===== config.mk =====
export PLATFORM = sky130hd
export DESIGN_NAME = wb_packet_arbiter_flat
export DESIGN_NICKNAME = d
export VERILOG_FILES = /design/src/rtl/wb_packet_arbiter_if.sv /design/src/rtl/wb_packet_arbiter.sv /design/src/flat_wrapper.sv
export SDC_FILE = /design/constraint.sdc
export NUM_CORES = 1
export LEC_CHECK = 0
export CORE_MARGIN = 4
export CORE_UTILIZATION = 36
export DETAILED_ROUTE_END_ITERATION = 6
export GPL_TIMING_DRIVEN = 0
export PLACE_DENSITY = 0.95
export SLEW_MARGIN = 15
export SYNTH_ARGS = -nofsm -noshare
export SYNTH_HDL_FRONTEND = slang
export SYNTH_SLANG_ARGS = --single-unit

===== constraint.sdc =====
create_clock -name clk -period 3.13 [get_ports clk]
set_clock_uncertainty 0.05 [all_clocks]
set_input_delay 0.313 -clock clk [delete_from_list [all_inputs] [get_ports clk]]
set_output_delay 0.313 -clock clk [all_outputs]
set_load 0.03 [all_outputs]

===== src/rtl/wb_packet_arbiter_if.sv =====
// Write-back packet arbiter bus: requester bundle in, packet SRAM write beat out.
// master = arbiter side, slave = requesters plus SRAM controller side.
interface wb_packet_arbiter_if #(
    parameter int NUM_REQS = 5,
    parameter int DATA_W   = 16,
    parameter int LEN_W    = 4,
    parameter int SRC_W    = 3
);
    logic [NUM_REQS-1:0]        reqs;
    logic [NUM_REQS*LEN_W-1:0]  req_len;
    logic [NUM_REQS*DATA_W-1:0] req_data;
    logic [NUM_REQS-1:0]        grants;
    logic [NUM_REQS-1:0]        beat_ack;
    logic                       out_valid;
    logic [DATA_W-1:0]          out_data;
    logic                       out_last;
    logic [SRC_W-1:0]           out_src;
    logic                       out_ready;
    logic                       aborted;

    modport master (
        input  reqs,
        input  req_len,
        input  req_data,
        input  out_ready,
        output grants,
        output beat_ack,
        output out_valid,
        output out_data,
        output out_last,
        output out_src,
        output aborted
    );

    modport slave (
        output reqs,
        output req_len,
        output req_data,
        output out_ready,
        input  grants,
        input  beat_ack,
        input  out_valid,
        input  out_data,
        input  out_last,
        input  out_src,
        input  aborted
    );
endinterface


===== src/rtl/wb_packet_arbiter.sv =====
// Round-robin burst arbiter for write-back packets onto the packet SRAM port.
// Define WB_ARB_DECODER_PRIORITY_EN to give requester 0 (decoder) strict priority.
module wb_packet_arbiter #(
    parameter int NUM_REQS  = 5,
    parameter int DATA_W    = 16,
    parameter int MAX_BEATS = 16,
    localparam int LEN_W    = $clog2(MAX_BEATS),
    localparam int SRC_W    = (NUM_REQS > 1) ? $clog2(NUM_REQS) : 1
) (
    input  logic                clk,
    input  logic                reset,
    wb_packet_arbiter_if.master bus
);

    typedef enum logic {
        IDLE  = 1'b0,
        BURST = 1'b1
    } state_e;

    state_e             state_q, state_d;
    logic [SRC_W-1:0]   ptr_q, ptr_d;
    logic [SRC_W-1:0]   win_q, win_d;
    logic [LEN_W-1:0]   len_q, len_d;
    logic [LEN_W-1:0]   cnt_q, cnt_d;
    logic               aborted_q, aborted_d;

    logic [NUM_REQS-1:0] hi_mask;
    logic [NUM_REQS-1:0] hi_reqs;
    logic                found;
    logic [SRC_W-1:0]    pick;
    logic [SRC_W-1:0]    ptr_nxt;
    logic [LEN_W-1:0]    len_pick;

    logic                req_win;
    logic [DATA_W-1:0]   data_win;

    logic [NUM_REQS-1:0] gnt;
    logic [NUM_REQS-1:0] ack;
    logic                valid;
    logic                last;
    logic [DATA_W-1:0]   data;
    logic [SRC_W-1:0]    src;

    // Rotating priority: requests at or above ptr beat those below it.
    always_comb begin
        hi_mask = '0;
        for (int i = 0; i < NUM_REQS; i++) begin
            hi_mask[i] = (SRC_W'(i) >= ptr_q);
        end
        hi_reqs = bus.reqs & hi_mask;
        found   = |bus.reqs;
        pick    = '0;
        for (int i = NUM_REQS - 1; i >= 0; i--) begin
            if (bus.reqs[i]) begin
                pick = SRC_W'(i);
            end
        end
        for (int i = NUM_REQS - 1; i >= 0; i--) begin
            if (hi_reqs[i]) begin
                pick = SRC_W'(i);
            end
        end
`ifdef WB_ARB_DECODER_PRIORITY_EN
        if (bus.reqs[0]) begin
            pick = '0;
        end
`endif
    end

    always_comb begin
        ptr_nxt = '0;
        if (pick != SRC_W'(NUM_REQS - 1)) begin
            ptr_nxt = pick + 1'b1;
        end
`ifdef WB_ARB_DECODER_PRIORITY_EN
        // The decoder jumps the queue without disturbing PE rotation.
        if (pick == '0) begin
            ptr_nxt = ptr_q;
        end
`endif
    end

    assign len_pick = bus.req_len[pick*LEN_W +: LEN_W];
    assign req_win  = bus.reqs[win_q];
    assign data_win = bus.req_data[win_q*DATA_W +: DATA_W];

    always_comb begin
        state_d   = state_q;
        ptr_d     = ptr_q;
        win_d     = win_q;
        len_d     = len_q;
        cnt_d     = cnt_q;
        aborted_d = 1'b0;
        gnt       = '0;
        ack       = '0;
        valid     = 1'b0;
        last      = 1'b0;
        data      = '0;
        src       = '0;
        unique case (state_q)
            IDLE: begin
                if (found) begin
                    win_d   = pick;
                    len_d   = len_pick;
                    cnt_d   = '0;
                    ptr_d   = ptr_nxt;
                    state_d = BURST;
                end
            end
            BURST: begin
                gnt   = NUM_REQS'(1) << win_q;
                src   = win_q;
                data  = data_win;
                valid = req_win;
                last  = req_win && (cnt_q == len_q);
                if (!req_win) begin
                    aborted_d = 1'b1;
                    state_d   = IDLE;
                end else if (bus.out_ready) begin
                    ack   = gnt;
                    cnt_d = cnt_q + 1'b1;
                    if (last) begin
                        state_d = IDLE;
                    end
                end
            end
            default: begin
                state_d = IDLE;
            end
        endcase
    end

    always_ff @(posedge clk) begin
        if (reset) begin
            state_q   <= IDLE;
            ptr_q     <= '0;
            win_q     <= '0;
            len_q     <= '0;
            cnt_q     <= '0;
            aborted_q <= 1'b0;
        end else begin
            state_q   <= state_d;
            ptr_q     <= ptr_d;
            win_q     <= win_d;
            len_q     <= len_d;
            cnt_q     <= cnt_d;
            aborted_q <= aborted_d;
        end
    end

    // Outputs are forced quiet while reset is held.
    assign bus.grants    = reset ? '0 : gnt;
    assign bus.beat_ack  = reset ? '0 : ack;
    assign bus.out_valid = reset ? 1'b0 : valid;
    assign bus.out_last  = reset ? 1'b0 : last;
    assign bus.out_data  = reset ? '0 : data;
    assign bus.out_src   = reset ? '0 : src;
    assign bus.aborted   = aborted_q;

endmodule


===== src/flat_wrapper.sv =====
// flat-port wrapper written by rule: the top's interface ports become plain ports
module wb_packet_arbiter_flat 
#(
    parameter int NUM_REQS  = 5,
    parameter int DATA_W    = 16,
    parameter int MAX_BEATS = 16,
    localparam int LEN_W    = $clog2(MAX_BEATS),
    localparam int SRC_W    = (NUM_REQS > 1) ? $clog2(NUM_REQS) : 1
)
  (clk, reset, bus_reqs, bus_req_len, bus_req_data, bus_out_ready, bus_grants, bus_beat_ack, bus_out_valid, bus_out_data, bus_out_last, bus_out_src, bus_aborted);
  wb_packet_arbiter_if #(.NUM_REQS(NUM_REQS), .DATA_W(DATA_W), .LEN_W((4)), .SRC_W((3))) bus_i ();
  input  logic clk;
  input  logic reset;
  input wire logic [$bits(bus_i.reqs)-1:0] bus_reqs;
  input wire logic [$bits(bus_i.req_len)-1:0] bus_req_len;
  input wire logic [$bits(bus_i.req_data)-1:0] bus_req_data;
  input wire logic [$bits(bus_i.out_ready)-1:0] bus_out_ready;
  output wire logic [$bits(bus_i.grants)-1:0] bus_grants;
  output wire logic [$bits(bus_i.beat_ack)-1:0] bus_beat_ack;
  output wire logic [$bits(bus_i.out_valid)-1:0] bus_out_valid;
  output wire logic [$bits(bus_i.out_data)-1:0] bus_out_data;
  output wire logic [$bits(bus_i.out_last)-1:0] bus_out_last;
  output wire logic [$bits(bus_i.out_src)-1:0] bus_out_src;
  output wire logic [$bits(bus_i.aborted)-1:0] bus_aborted;
  assign bus_i.reqs = bus_reqs;
  assign bus_i.req_len = bus_req_len;
  assign bus_i.req_data = bus_req_data;
  assign bus_i.out_ready = bus_out_ready;
  assign bus_grants = bus_i.grants;
  assign bus_beat_ack = bus_i.beat_ack;
  assign bus_out_valid = bus_i.out_valid;
  assign bus_out_data = bus_i.out_data;
  assign bus_out_last = bus_i.out_last;
  assign bus_out_src = bus_i.out_src;
  assign bus_aborted = bus_i.aborted;
  wb_packet_arbiter #(.NUM_REQS(NUM_REQS), .DATA_W(DATA_W), .MAX_BEATS(MAX_BEATS)) u_core (.clk(clk), .reset(reset), .bus(bus_i));
endmodule

Word level (Yosys, flattened, before mapping)
Cells that the tools add are included.
{"block": "classes", "n_addsub": 2, "magnitude_cmp": 6, "n_eq_ne": 5, "shift": 3, "muxes": 37, "bitwise": 2, "reduce_logical": 5}
{"op": "variable part select 80 x 8 -> 16 bit", "n": 1}
{"op": "two-way mux 3 bit", "n": 13}
{"op": "two-way mux 16 bit", "n": 2}
{"op": "two-way mux 5 bit", "n": 6}
{"op": "variable part select 20 x 6 -> 4 bit", "n": 1}
{"op": "two-way mux 4 bit", "n": 3}
{"op": "two-way mux 1 bit", "n": 10}
{"op": "one-hot mux 4 bit (2 select lines)", "n": 1}
{"op": "greater-or-equal comparator 1 x 3 -> 1 bit (first input constant)", "n": 2}
{"op": "greater-or-equal comparator 2 x 3 -> 1 bit (first input constant)", "n": 2}
{"op": "AND 5 bit", "n": 1}
{"op": "OR reduction 5 bit", "n": 1}
{"op": "left shift 1 x 3 -> 5 bit (first input constant)", "n": 1}
{"op": "adder 4 x 1 -> 4 bit (second input constant)", "n": 1}
{"op": "== test 4 bit", "n": 1}
{"op": "< comparator 3 x 4 -> 1 bit (second input constant)", "n": 1}
{"op": "inequality test 2 bit (second input constant)", "n": 2}
{"op": "adder 3 x 1 -> 3 bit (second input constant)", "n": 1}
{"op": "binary-select mux 1 bit (select 3 bit)", "n": 1}
{"op": "greater-or-equal comparator 3 bit (first input constant)", "n": 1}
{"op": "inequality test 3 bit (second input constant)", "n": 1}
{"op": "AND reduction 3 bit", "n": 1}
{"op": "inequality test 2 x 1 -> 1 bit (second input constant)", "n": 1}
{"op": "one-hot mux 1 bit (2 select lines)", "n": 1}
{"op": "4 further kinds", "n": 4}
{"block": "totals", "regBits": 16, "in_bits": 108, "out_inout_bits": 32, "elab_cells": 66}

Depth between registers and ports, before layout
Gate-level depths: netlist of the first run.
{"block": "logic_depth", "word_depth": 12, "ltp_mapped": 9, "ltp_nobuf": 8}

Worst setup path after synthesis of the first run
Ideal clock, no wire load.
{"block": "synth_timing", "path_kind": "register -> output", "from": "register u_core.win_q[1]", "to": "output bus_beat_ack[0]", "arrival_ps": 2115, "t_required_ps": 2767, "path_slack_ps": 652, "stages_incl_launch_ff": 7, "n_path_buf": 1, "path_cell_list": "dfxtp_1 > clkbuf_1 > mux4_2 > mux2_2 > and2_1 > nand3b_1 > nor3_1"}
{"block": "synth_via", "elab_chain_len": 5, "word_cells_on_any_way": 7, "cone_classes": "shift (1); mux (6)"}
{"element": "start, declared", "line_no": "wb_packet_arbiter.sv:22", "text": "logic [SRC_W-1:0] win_q, win_d;"}
{"element": "start signal, assigned", "line_no": "wb_packet_arbiter.sv:144", "text": "win_q <= win_d;"}
{"element": "binary-select mux 1 bit (select 3 bit) or left shift 1 x 3 -> 5 bit (tied branches)", "line_no": "wb_packet_arbiter.sv:84, wb_packet_arbiter.sv:111"}
{"element": "two-way mux 1 bit (not written as such) or two-way mux 5 bit (tied branches)", "line_no": "wb_packet_arbiter.sv:84, wb_packet_arbiter.sv:119"}
{"element": "two-way mux 5 bit *", "line_no": "wb_packet_arbiter.sv:116", "text": "if (!req_win) begin"}
{"element": "two-way mux 5 bit *", "line_no": "wb_packet_arbiter.sv:100", "text": "unique case (state_q)"}
{"element": "two-way mux 5 bit *", "line_no": "wb_packet_arbiter.sv:153", "text": "assign bus.beat_ack = reset ? '0 : ack;"}
{"element": "end, declared", "line_no": "flat_wrapper.sv:19", "text": "output wire logic [$bits(bus_i.beat_ack)-1:0] bus_beat_ack;"}
Mark *: on every way between the ends. The rest lies on a longest branch, timed or not. The select of a mux whose other input is x is not followed.

Worst setup path in the final report of the first run
{"block": "layout_timing", "from": "input reset", "to": "output bus_out_data[6]"}
{"block": "layout_via", "elab_chain_len": 1}
{"element": "start, declared", "line_no": "flat_wrapper.sv:13", "text": "input logic reset;"}
{"element": "two-way mux 16 bit", "line_no": "wb_packet_arbiter.sv:156", "text": "assign bus.out_data = reset ? '0 : data;"}
{"element": "end, declared", "line_no": "flat_wrapper.sv:21", "text": "output wire logic [$bits(bus_i.out_data)-1:0] bus_out_data;"}
Every way passes these cells.

==> results of run 1 <==
-- worst paths after layout --
| check | start | endpoint | slack, ns |
|---|---|---|---|
| max | reset | bus_out_data[6] | 0.12 |
| min | u_core.len_q[0] | u_core.len_q[0] | 0.50 |
| min reg2reg | u_core.len_q[0] | u_core.len_q[0] | 0.50 |
| max reg2reg | u_core.ptr_q[2] | u_core.ptr_q[2] | 0.97 |
-- cell type report --
class                   count  area [um2]  area share
plain buffers              14        73.8      0.0223
multi-input cells         156        1350       0.408
clock buffers               4        55.1      0.0167
well taps                  67        83.8      0.0254
repair buffers            139        1400       0.424
flip-flops and latches     16         320      0.0970
inverters                   6        22.5     0.00682
-- per-layer routing --
| metal | vias to the layer above | GRT usage | routed length, um |
|---|---|---|---|
| li1 | 1030 | - | - |
| met2 | 129 | 0.446 | 3910 |
| met5 | - | 0 | 0 |
| met4 | 0 | 0.0907 | 338 |
| met3 | 22 | 0.0638 | 762 |
| met1 | 1064 | 0.256 | 2700 |
-- Yosys cell counts (2+ instances only) --
library cell   n  area [um2]
nor2b_1        3        18.8
nor2_1        19        71.3
inv_1          6        22.5
nor4_1         4        25.0
o32ai_1        2        17.5
nand3_1        6        30.0
a21oi_1        6        30.0
buf_2          3        15.0
clkbuf_1      10        37.5
and3_1         2        12.5
nor3_1         7        35.0
dfxtp_1       16         320
a22o_1        16         140
nand2b_1       6        37.5
ha_1           3        37.5
mux4_2        17         383
mux2_2         4        45.0
o21ai_0        4        20.0
buf_6          2        22.5
xor2_1         6        52.6
o21ai_1        2        10.0
a211oi_1       3        22.5
nand2_1       14        52.6
and2_1         4        25.0
a311oi_1       2        17.5
o21bai_1       3        22.5
-- what timing repair did --
action                     CTS  global route
resized for setup            4             6
hold buffers                 0             0
setup endpoints to repair   12            15
-- critical path: cells and delay by family --
family	cells	cell delay, ns
buffers and inverters	3	1.54
and+or+nand+nor	2	0.59
AOI/OAI and AO/OA	1	0.20
-- where the power goes --
group          switching (mW)  internal, mW
sequential             0.0387         0.242
clock                  0.0681         0.111
combinational           0.399         0.426
-- state kept, by name, summed over array words and instances, names as in the netlist --
register            cells
u_core.bus.aborted      1
u_core.cnt_q            4
u_core.len_q            4
u_core.ptr_q            3
u_core.state_q          1
u_core.win_q            3
-- kinds of logic (layout without fill, tap and decap cells) --
kind of cell | Yosys count | after routing
AO/OA/AOI/OAI | 50 | 50
XOR/XNOR | 7 | 7
AND/OR/NAND/NOR | 74 | 74
multiplexers | 22 | 22
adder cells (fa/ha/maj) | 3 | 3
flip-flops | 16 | 16
buffers and inverters | 21 | 163
-- placed cells by master, fill, tap and decap left out, types with 2 or more instances in the layout --
| cell | n |
|---|---|
| a311oi_1 | 2 |
| mux2_2 | 4 |
| o32ai_1 | 2 |
| clkbuf_8 | 4 |
| nor4_1 | 4 |
| buf_6 | 2 |
| o21ai_0 | 4 |
| o21bai_1 | 3 |
| clkdlybuf4s50_1 | 135 |
| buf_2 | 3 |
| a211oi_1 | 3 |
| dfxtp_1 | 16 |
| o21ai_1 | 2 |
| nand2_1 | 14 |
| nor2_1 | 18 |
| ha_1 | 3 |
| xor2_1 | 6 |
| inv_1 | 6 |
| nand2b_1 | 6 |
| a21oi_1 | 6 |
| nor3_1 | 7 |
| nand3_1 | 6 |
| clkbuf_1 | 7 |
| dlymetal6s2s_1 | 4 |
| mux4_2 | 17 |
| and2_1 | 4 |
| nor2b_1 | 2 |
| a22o_1 | 16 |
| clkbuf_2 | 2 |
-- per-stage QoR --
step	utilization	TNS, ns	std cells	hold WS [ns]
after CTS	0.696	0	402	0.490
after global routing	0.699	0	402	0.515
after global placement	0.683	-3.54	399	0.456
after detailed placement	0.683	-4.12	399	0.481
final	0.699	0	402	0.501
after floorplan	-	0	193	0.342
==> impl_metrics.csv, run 1 <==
group,metric,value,unit
sta,fin_crit_sh,0.962,
worst_setup_path,required,2.77,ns
outcome,status,"complete, no violations",
yosys,synthMuxAreaShare,0.250,
yosys,synthCells,193,
global_routing,grt-ovfl-total,0,
power,finalPower,1.29,mW
hold_path,hold_depth,2,
floorplanning,rows,25,
power,vdd_ir_drop_max,224,uV
route,post_drt_wl_per_cell,19.2,um
worst_setup_path,r2r_cells,9,
floorplanning,die_w,77.8,um
cts,numCtsBuffers,3,
yosys,synth-simple-area-share,0.221,
global_routing,grt_max_degree,11,
power,powerDensity,389,nW/um2
worst_setup_path,cp_slowest_stage_delay,0.67,ns
sta,relSlewSlack,0.583,
yosys,syn_nets,304,
worst_setup_path,worstPathArrival,2.65,ns
layout,fin_area,3300,um2
yosys,synth-seq-cells,16,
global_routing,grt_pass1_vias,2175,
sta,fin_crit,3.01,ns
yosys,ys_async_sr_fraction,0,
sta,hold_violations,0,
yosys,synth_cell_types,49,
place,hpwl,6.53,mm
route,vias,2245,
layout,syn_to_final_growth,88.4,%
yosys,synth-seq-area-share,0.183,
cts,cts-root-buf,"clkbuf_8",
worst_setup_path,start_kind,"primary input",
yosys,ys.flop_type,"dfxtp_1",
route,drt-total-wl,7.71,mm
place,io_buffers,139,
route,viasPerCell,5.58,
route,dr.pass1.iters,4,
hold_path,min_path_type,"flop to flop",
floorplanning,io_pins,140,
global_routing,grt_pass1_wl,11.4,mm
worst_setup_path,criticalPathCategory,"primary input to output pin",
yosys,synth_xor_area_frac,0.0350,
cts,clk_path_buf_depth,2,
layout,layout-drive-gt1-share,0.131,
sta,grt_setup_unrepaired,"no",
sta,tightest_slew,0.625,ns
power,leakage,1.28,nW
cts,cts_tree,"built",
sta,fin_ws,0.119,ns
yosys,synth_edf_count,0,
floorplanning,core-area,4720,um2
layout,final_nets,447,
worst_setup_path,critPathMaxFanout,10,
sta,setup_violations,0,
global_routing,antenna_found_initial,0,
floorplanning,dieArea,6050,um2
yosys,synth_compound_area_frac,0.235,
cts,clk_pin_slew_worst_paths,0.06,ns
sta,slew_violations,0,
place,gp_congestion,0.875,
worst_setup_path,worstPathCellList,"clkdlybuf4s50_1 -> nor2b_4 -> and3_2 -> clkbuf_2 -> a22o_1 -> clkdlybuf4s50_1",
route,initialDrtViolationCount,102,
layout,fill_cells,359,
yosys,yosys_warnings,0,
place,place_ws,-0.434,ns
sta,timing.fmax,332,MHz
worst_setup_path,cpMostUsedCell,"clkdlybuf4s50_1",
cts,cts_setup_buffers,0,
cts,cts_htree_levels,1,
global_routing,grt_usage,0.240,
layout,antenna_cells,0,
cts,insertion_delay,0.25,ns
route,drt.antenna.violating_nets,0,
cts,cts_sinks,16,
yosys,syn_area_per_cell,9.08,um2
worst_setup_path,critPathCaptureType,"output pin",
yosys,syn-cell-area,1750,um2
floorplanning,initial_utilization,0.371,
job,cap_violations,0,
yosys,synth_top_family_by_area,"multiplexers",
route,drcViolationCount,0,
place,placed_cell_area,3230,um2
worst_setup_path,cp_slowest_cell,"clkdlybuf4s50_1",
yosys,synthAdderAreaFrac,0.0214,
floorplanning,die_h,77.8,um
Note: power is estimated with default switching activity, not from simulation.
==> run 2: changes to the inputs <==
Settings changed: GPL_TIMING_DRIVEN 0 to default.
==> run 2 against run 1 <==
Net effect:
- global-route usage fell by 1.1 points
- critical path depth increased by 1
- routed wire length fell by 7.0%
- combinational power shrank 5.3%
- register-to-register slack improved by 0.04 ns
- die area is the same
- power decreased by 2.7%
- highest routed layer unchanged
- flip-flop and latch count stayed put
- critical path type unchanged
- sequential share of layout area rose by 0.19 points
==> impl_metrics.csv, run 2 (same netlist as run 1, synthesis figures left out) <==
group,metric,value,unit
outcome,status,"complete, no violations",
route,dr.pass1.iters,4,
sta,hold_violations,0,
worst_setup_path,cp_slowest_cell,"clkdlybuf4s50_1",
layout,fill_cells,356,
cts,cts_sinks,16,
power,vdd_ir_drop_max,227,uV
floorplanning,rows,25,
route,drt.antenna.violating_nets,0,
power,p_int,0.762,mW
place,hpwl,6.05,mm
route,post_drt_wl_per_cell,18.0,um
global_routing,grt_pass1_wl,10.9,mm
floorplanning,dieArea,6050,um2
sta,fin_crit,2.93,ns
route,drt-total-wl,7.17,mm
layout,antenna_cells,0,
layout,seq_area,320,um2
cts,holdBufCountCts,0,
cts,cts_resized,0,
cts,numCtsBuffers,3,
cts,clk_path_buf_depth,2,
worst_setup_path,start_kind,"primary input",
hold_path,min_path_type,"flop to flop",
cts,clk_pin_slew_worst_paths,0.06,ns
route,viasPerCell,5.38,
cts,cts_htree_levels,1,
floorplanning,io_pins,140,
worst_setup_path,worstPathCellList,"clkdlybuf4s50_1 -> mux4_2 -> mux2_2 -> and2_1 -> nand3b_1 -> nor3_1 -> clkdlybuf4s50_1",
sta,timing.fmax,341,MHz
sta,tightest_slew,1.14,ns
power,powerDensity,386,nW/um2
sta,relSlewSlack,0.240,
global_routing,grt-ovfl-total,0,
sta,grt_setup_unrepaired,"no",
cts,insertion_delay,0.25,ns
global_routing,grt_max_degree,25,
global_routing,antenna_found_initial,0,
power,power_frac_seq,0.226,
layout,layout-drive-gt1-share,0.184,
power,power_frac_comb,0.625,
worst_setup_path,critPathMaxFanout,4,
layout,syn_to_final_growth,84.9,%
cts,cts_setup_buffers,0,
global_routing,grt_usage,0.230,
floorplanning,core-area,4720,um2
job,cap_violations,0,
worst_setup_path,cp_slowest_stage_delay,0.60,ns
floorplanning,initial_utilization,0.371,
worst_setup_path,cpMostUsedCell,"clkdlybuf4s50_1",
route,drcViolationCount,0,
sta,fin_crit_sh,0.938,
sta,slew_violations,0,
power,leakage,1.24,nW
route,vias,2140,
layout,multi_input_area,1340,um2
power,p_switching,0.488,mW
power,p_sw_frac,0.391,
power,finalPower,1.25,mW
global_routing,grt_pass1_vias,2078,
layout,layout_commonest_cell,"clkdlybuf4s50_1",
place,gp_congestion,0.852,
layout,reg_top3,"u_core.cnt_q (4), u_core.len_q (4)",
place,io_buffers,139,
cts,cts_tree,"built",
floorplanning,die_w,77.8,um
cts,cts-root-buf,"clkbuf_8",
route,initialDrtViolationCount,76,
power,clkPwrFrac,0.149,
sta,setup-tns-final,0,ns
worst_setup_path,worstPathArrival,2.57,ns
worst_setup_path,criticalPathCategory,"primary input to output pin",
worst_setup_path,critPathCaptureType,"output pin",
floorplanning,die_h,77.8,um
sta,setup_violations,0,
worst_setup_path,required,2.77,ns
layout,layout_common_cells,"122 x clkdlybuf4s50_1, 27 x buf_4, 19 x nor2_1",
layout,final_nets,443,
run 2: metrics by stage:
stage                     std cells  setup WS (ns)  utilization  cell area (um2)  hold slack [ns]
after floorplan                 193          0.652            -             1750            0.342
after global placement          394          0.230        0.674             3190            0.456
after detailed placement        394          0.197        0.674             3190            0.469
after CTS                       398          0.193        0.686             3240            0.482
after global routing            398         0.0811        0.686             3240            0.512
final                           398          0.195        0.686             3240            0.478
run 2: routing by layer:
metal | global-route usage | part of all wire
met4 | 0.0890 | 0.032
met5 | 0 | 0
met2 | 0.438 | 0.52
met3 | 0.0580 | 0.084
met1 | 0.236 | 0.36
run 2: path summary, 6_finish.rpt:
kind | start | to | slack [ns] | cells after the start
setup / recovery | bus_reqs[3] | bus_beat_ack[0] | 0.20 | 7
hold / removal | u_core.state_q | u_core.bus.aborted | 0.48 | 2
setup reg to reg | u_core.ptr_q[1] | u_core.ptr_q[2] | 1.01 | 8
hold reg to reg | u_core.state_q | u_core.bus.aborted | 0.48 | 2
run 2: final cells by class:
class	count	area share
Clock buffer	4	0.0170
Inverter	6	0.00695
Multi-Input combinational cell	156	0.412
Sequential cell	16	0.0988
Tap cell	67	0.0259
Timing Repair Buffer	149	0.439
run 2: worst max-delay path, delay by kind of cell:
| kind | cells | cell delay (ns) |
|---|---|---|
| buf+inv | 2 | 1.02 |
| simple gates | 3 | 0.45 |
| mux | 2 | 0.79 |
run 2: power by group through the flow:
stage | Sequential, mW | Clock [mW] | Combinational (mW)
3_5_place_dp | 0.286 | 0 | 0.782
2_1_floorplan | 0.277 | 0 | 0.511
6_report | 0.282 | 0.187 | 0.781
3_3_place_gp | 0.286 | 0 | 0.762
4_1_cts | 0.281 | 0.188 | 0.785
5_1_grt | 0.287 | 0.195 | 0.846
==> run 3: changes to the inputs <==
Settings changed: ABC_AREA from default to 1, CORE_UTILIZATION 36 to 37.
==> run 3 against run 2 <==
Net effect:
- sequential share of layout area fell by 0.083 points
- clock power down 19%
- critical endpoint is now bus_beat_ack[2]
- largest power group unchanged
- power increased by 19%
- critical path type unchanged
- count of clock-buffer cells in the layout decreased by 1
- non-clock buffer count shrank 5
- flip-flop and latch count unchanged
==> impl_metrics.csv, run 3 <==
group,metric,value,unit
outcome,status,"complete, no violations",
layout,syn_to_final_growth,77.3,%
floorplanning,die_h,78.6,um
yosys,yosysMostFrequentCell,"nand2_1",
worst_setup_path,cp_slowest_cell,"clkdlybuf4s50_1",
cts,cts_setup_buffers,0,
sta,fin_crit,2.92,ns
cts,cts_resized,0,
cts,clk_path_buf_depth,2,
sta,setup-tns-final,0,ns
yosys,synth_top_family_by_area,"simple AND/OR/NAND/NOR gates",
worst_setup_path,critPathCaptureType,"output pin",
sta,timing.hold.ws,0.462,ns
yosys,synth-seq-area-share,0.174,
sta,fin_crit_sh,0.932,
layout,layout_commonest_cell,"clkdlybuf4s50_1",
power,powerDensity,455,nW/um2
worst_setup_path,required,2.77,ns
worst_setup_path,criticalPathCategory,"primary input to output pin",
worst_setup_path,cpMostUsedCell,"nand2_1",
yosys,synth_compound_area_frac,0.172,
hold_path,min_path_type,"flop to flop",
yosys,synthCells,317,
route,vias,2665,
worst_setup_path,start_kind,"primary input",
yosys,syn_nets,428,
sta,slew_violations,0,
worst_setup_path,worstPathArrival,2.55,ns
power,power_frac_seq,0.200,
floorplanning,die_w,78.6,um
yosys,synthAdderAreaFrac,0.0204,
layout,fin_area,3270,um2
sta,hold_violations,0,
cts,insertion_delay,0.25,ns
floorplanning,initial_utilization,0.385,
layout,post-route-util,0.683,
yosys,synth.top_cells.by_area,"nand2_1 23%, dfxtp_1 17%, a32o_1 8.7%",
route,dr.pass1.iters,4,
yosys,synth-seq-cells,16,
place,hpwl,6.19,mm
route,post_drt_wl_per_cell,14.5,um
sta,relSlewSlack,0.645,
power,vdd_ir_drop_max,295,uV
route,drt-total-wl,7.48,mm
floorplanning,core-area,4790,um2
yosys,ys_async_sr_fraction,0,
yosys,yosys.area.top_type,"nand2_1",
yosys,synth_top_area_frac,0.230,
yosys,synth_xor_area_frac,0.0285,
power,p_sw_frac,0.483,
power,leakage,1.42,nW
global_routing,grt-ovfl-total,0,
sta,timing.fmax,343,MHz
sta,setup_violations,0,
yosys,yosys-top-cells-count,"113 x nand2_1, 36 x inv_1, 25 x nand3_1, 24 x nor2_1, 18 x nand4_1",
power,p_switching,0.720,mW
layout,antenna_cells,0,
cts,cts_htree_levels,1,
yosys,ys.flop_type,"dfxtp_1",
sta,grt_setup_unrepaired,"no",
cts,clk_pin_slew_worst_paths,0.06,ns
floorplanning,dieArea,6170,um2
floorplanning,io_pins,140,
worst_setup_path,cp_slowest_stage_delay,0.68,ns
cts,holdBufCountCts,0,
global_routing,grt_pass1_vias,2654,
cts,cts-root-buf,"clkbuf_8",
power,clkPwrFrac,0.101,
global_routing,antenna_found_initial,0,
worst_setup_path,critPathMaxFanout,4,
global_routing,grt_max_degree,22,
layout,layout_common_cells,"118 x clkdlybuf4s50_1, 113 x nand2_1, 36 x inv_1",
yosys,synthMuxAreaShare,0,
layout,final_nets,563,
cts,numCtsBuffers,3,
route,drt.antenna.violating_nets,0,
route,initialDrtViolationCount,123,
global_routing,grt_pass1_wl,12.1,mm
layout,fin_cells,517,
place,gp_congestion,0.929,
route,viasPerCell,5.15,
yosys,synth_edf_count,0,
worst_setup_path,worstPathCellList,"clkdlybuf4s50_1 -> inv_1 -> nand2_1 -> o21ai_0 -> nand2_1 -> nand2_1 -> nand2_1 -> nand2_1 -> nor2_1 -> nand3_1 -> nor2_1 -> clkdlybuf4s50_1",
cts,cts_tree,"built",
yosys,yosys_warnings,0,
sta,tightest_slew,0.532,ns
yosys,syn-cell-area,1840,um2
layout,layout-drive-gt1-share,0.122,
power,power_frac_comb,0.699,
yosys,syn_area_per_cell,5.81,um2
yosys,synth_cell_types,35,
global_routing,grt_usage,0.239,
place,io_buffers,139,
layout,reg_top3,"u_core.cnt_q (4), u_core.len_q (4)",
cts,cts_sinks,16,
route,drcViolationCount,0,
job,cap_violations,0,
place,post-place-cells,514,
place,placed_cell_area,3230,um2
power,p_int,0.769,mW
yosys,synth-simple-area-share,0.476,
floorplanning,rows,25,
[run 3: worst paths after layout]
| check | startpoint | depth (start not counted) | to | slack, ns |
|---|---|---|---|---|
| min reg2reg | u_core.ptr_q[0] | 2 | u_core.ptr_q[0] | 0.46 |
| max | bus_reqs[1] | 12 | bus_beat_ack[2] | 0.21 |
| max reg2reg | u_core.ptr_q[2] | 9 | u_core.ptr_q[2] | 1.21 |
| min | u_core.ptr_q[0] | 2 | u_core.ptr_q[0] | 0.46 |
[run 3: critical path: cells and delay by family]
family          cells  cell delay [ns]
simple gates        8             0.91
buf+inv             3             1.25
compound gates      1             0.08
[run 3: kinds of logic after synthesis]
family,Yosys count
and+or+nand+nor,196
buffers and inverters,57
xor gates and xnor gates,6
DFF,16
adders and majority gates,3
AOI/OAI and AO/OA,39
[run 3: per-layer routing]
metal  wire length, um  track usage  vias up
met1              2740        0.261     1188
met4               336        0.110        0
met5                 0            0        -
met2              3700        0.446      137
li1                  -            -     1313
met3               705       0.0378       27
[run 3: power groups by stage]
stage	Combinational [mW]	Clock [mW]	Sequential, mW
final	1.04	0.151	0.297
after global routing	1.16	0.157	0.304
after CTS	1.04	0.153	0.296
after detailed placement	1.04	0	0.300
after global placement	1.02	0	0.298
after floorplan	0.710	0	0.284
[run 3: area by class of cell]
cell class | instances | area, um2
Tap cell | 67 | 83.8
Multi-Input combinational cell | 244 | 1280
Timing Repair Buffer | 144 | 1380
Clock buffer | 3 | 41.3
Inverter | 43 | 161
Sequential cell | 16 | 320
Fill cell | 419 | 1520
[run 3: stage by stage]
stage	total power [mW]	worst slack, ns
after global routing	1.62	0.00868
after floorplan	0.994	0.457
after detailed placement	1.34	0.232
final	1.49	0.213
after CTS	1.49	0.223
after global placement	1.32	0.316
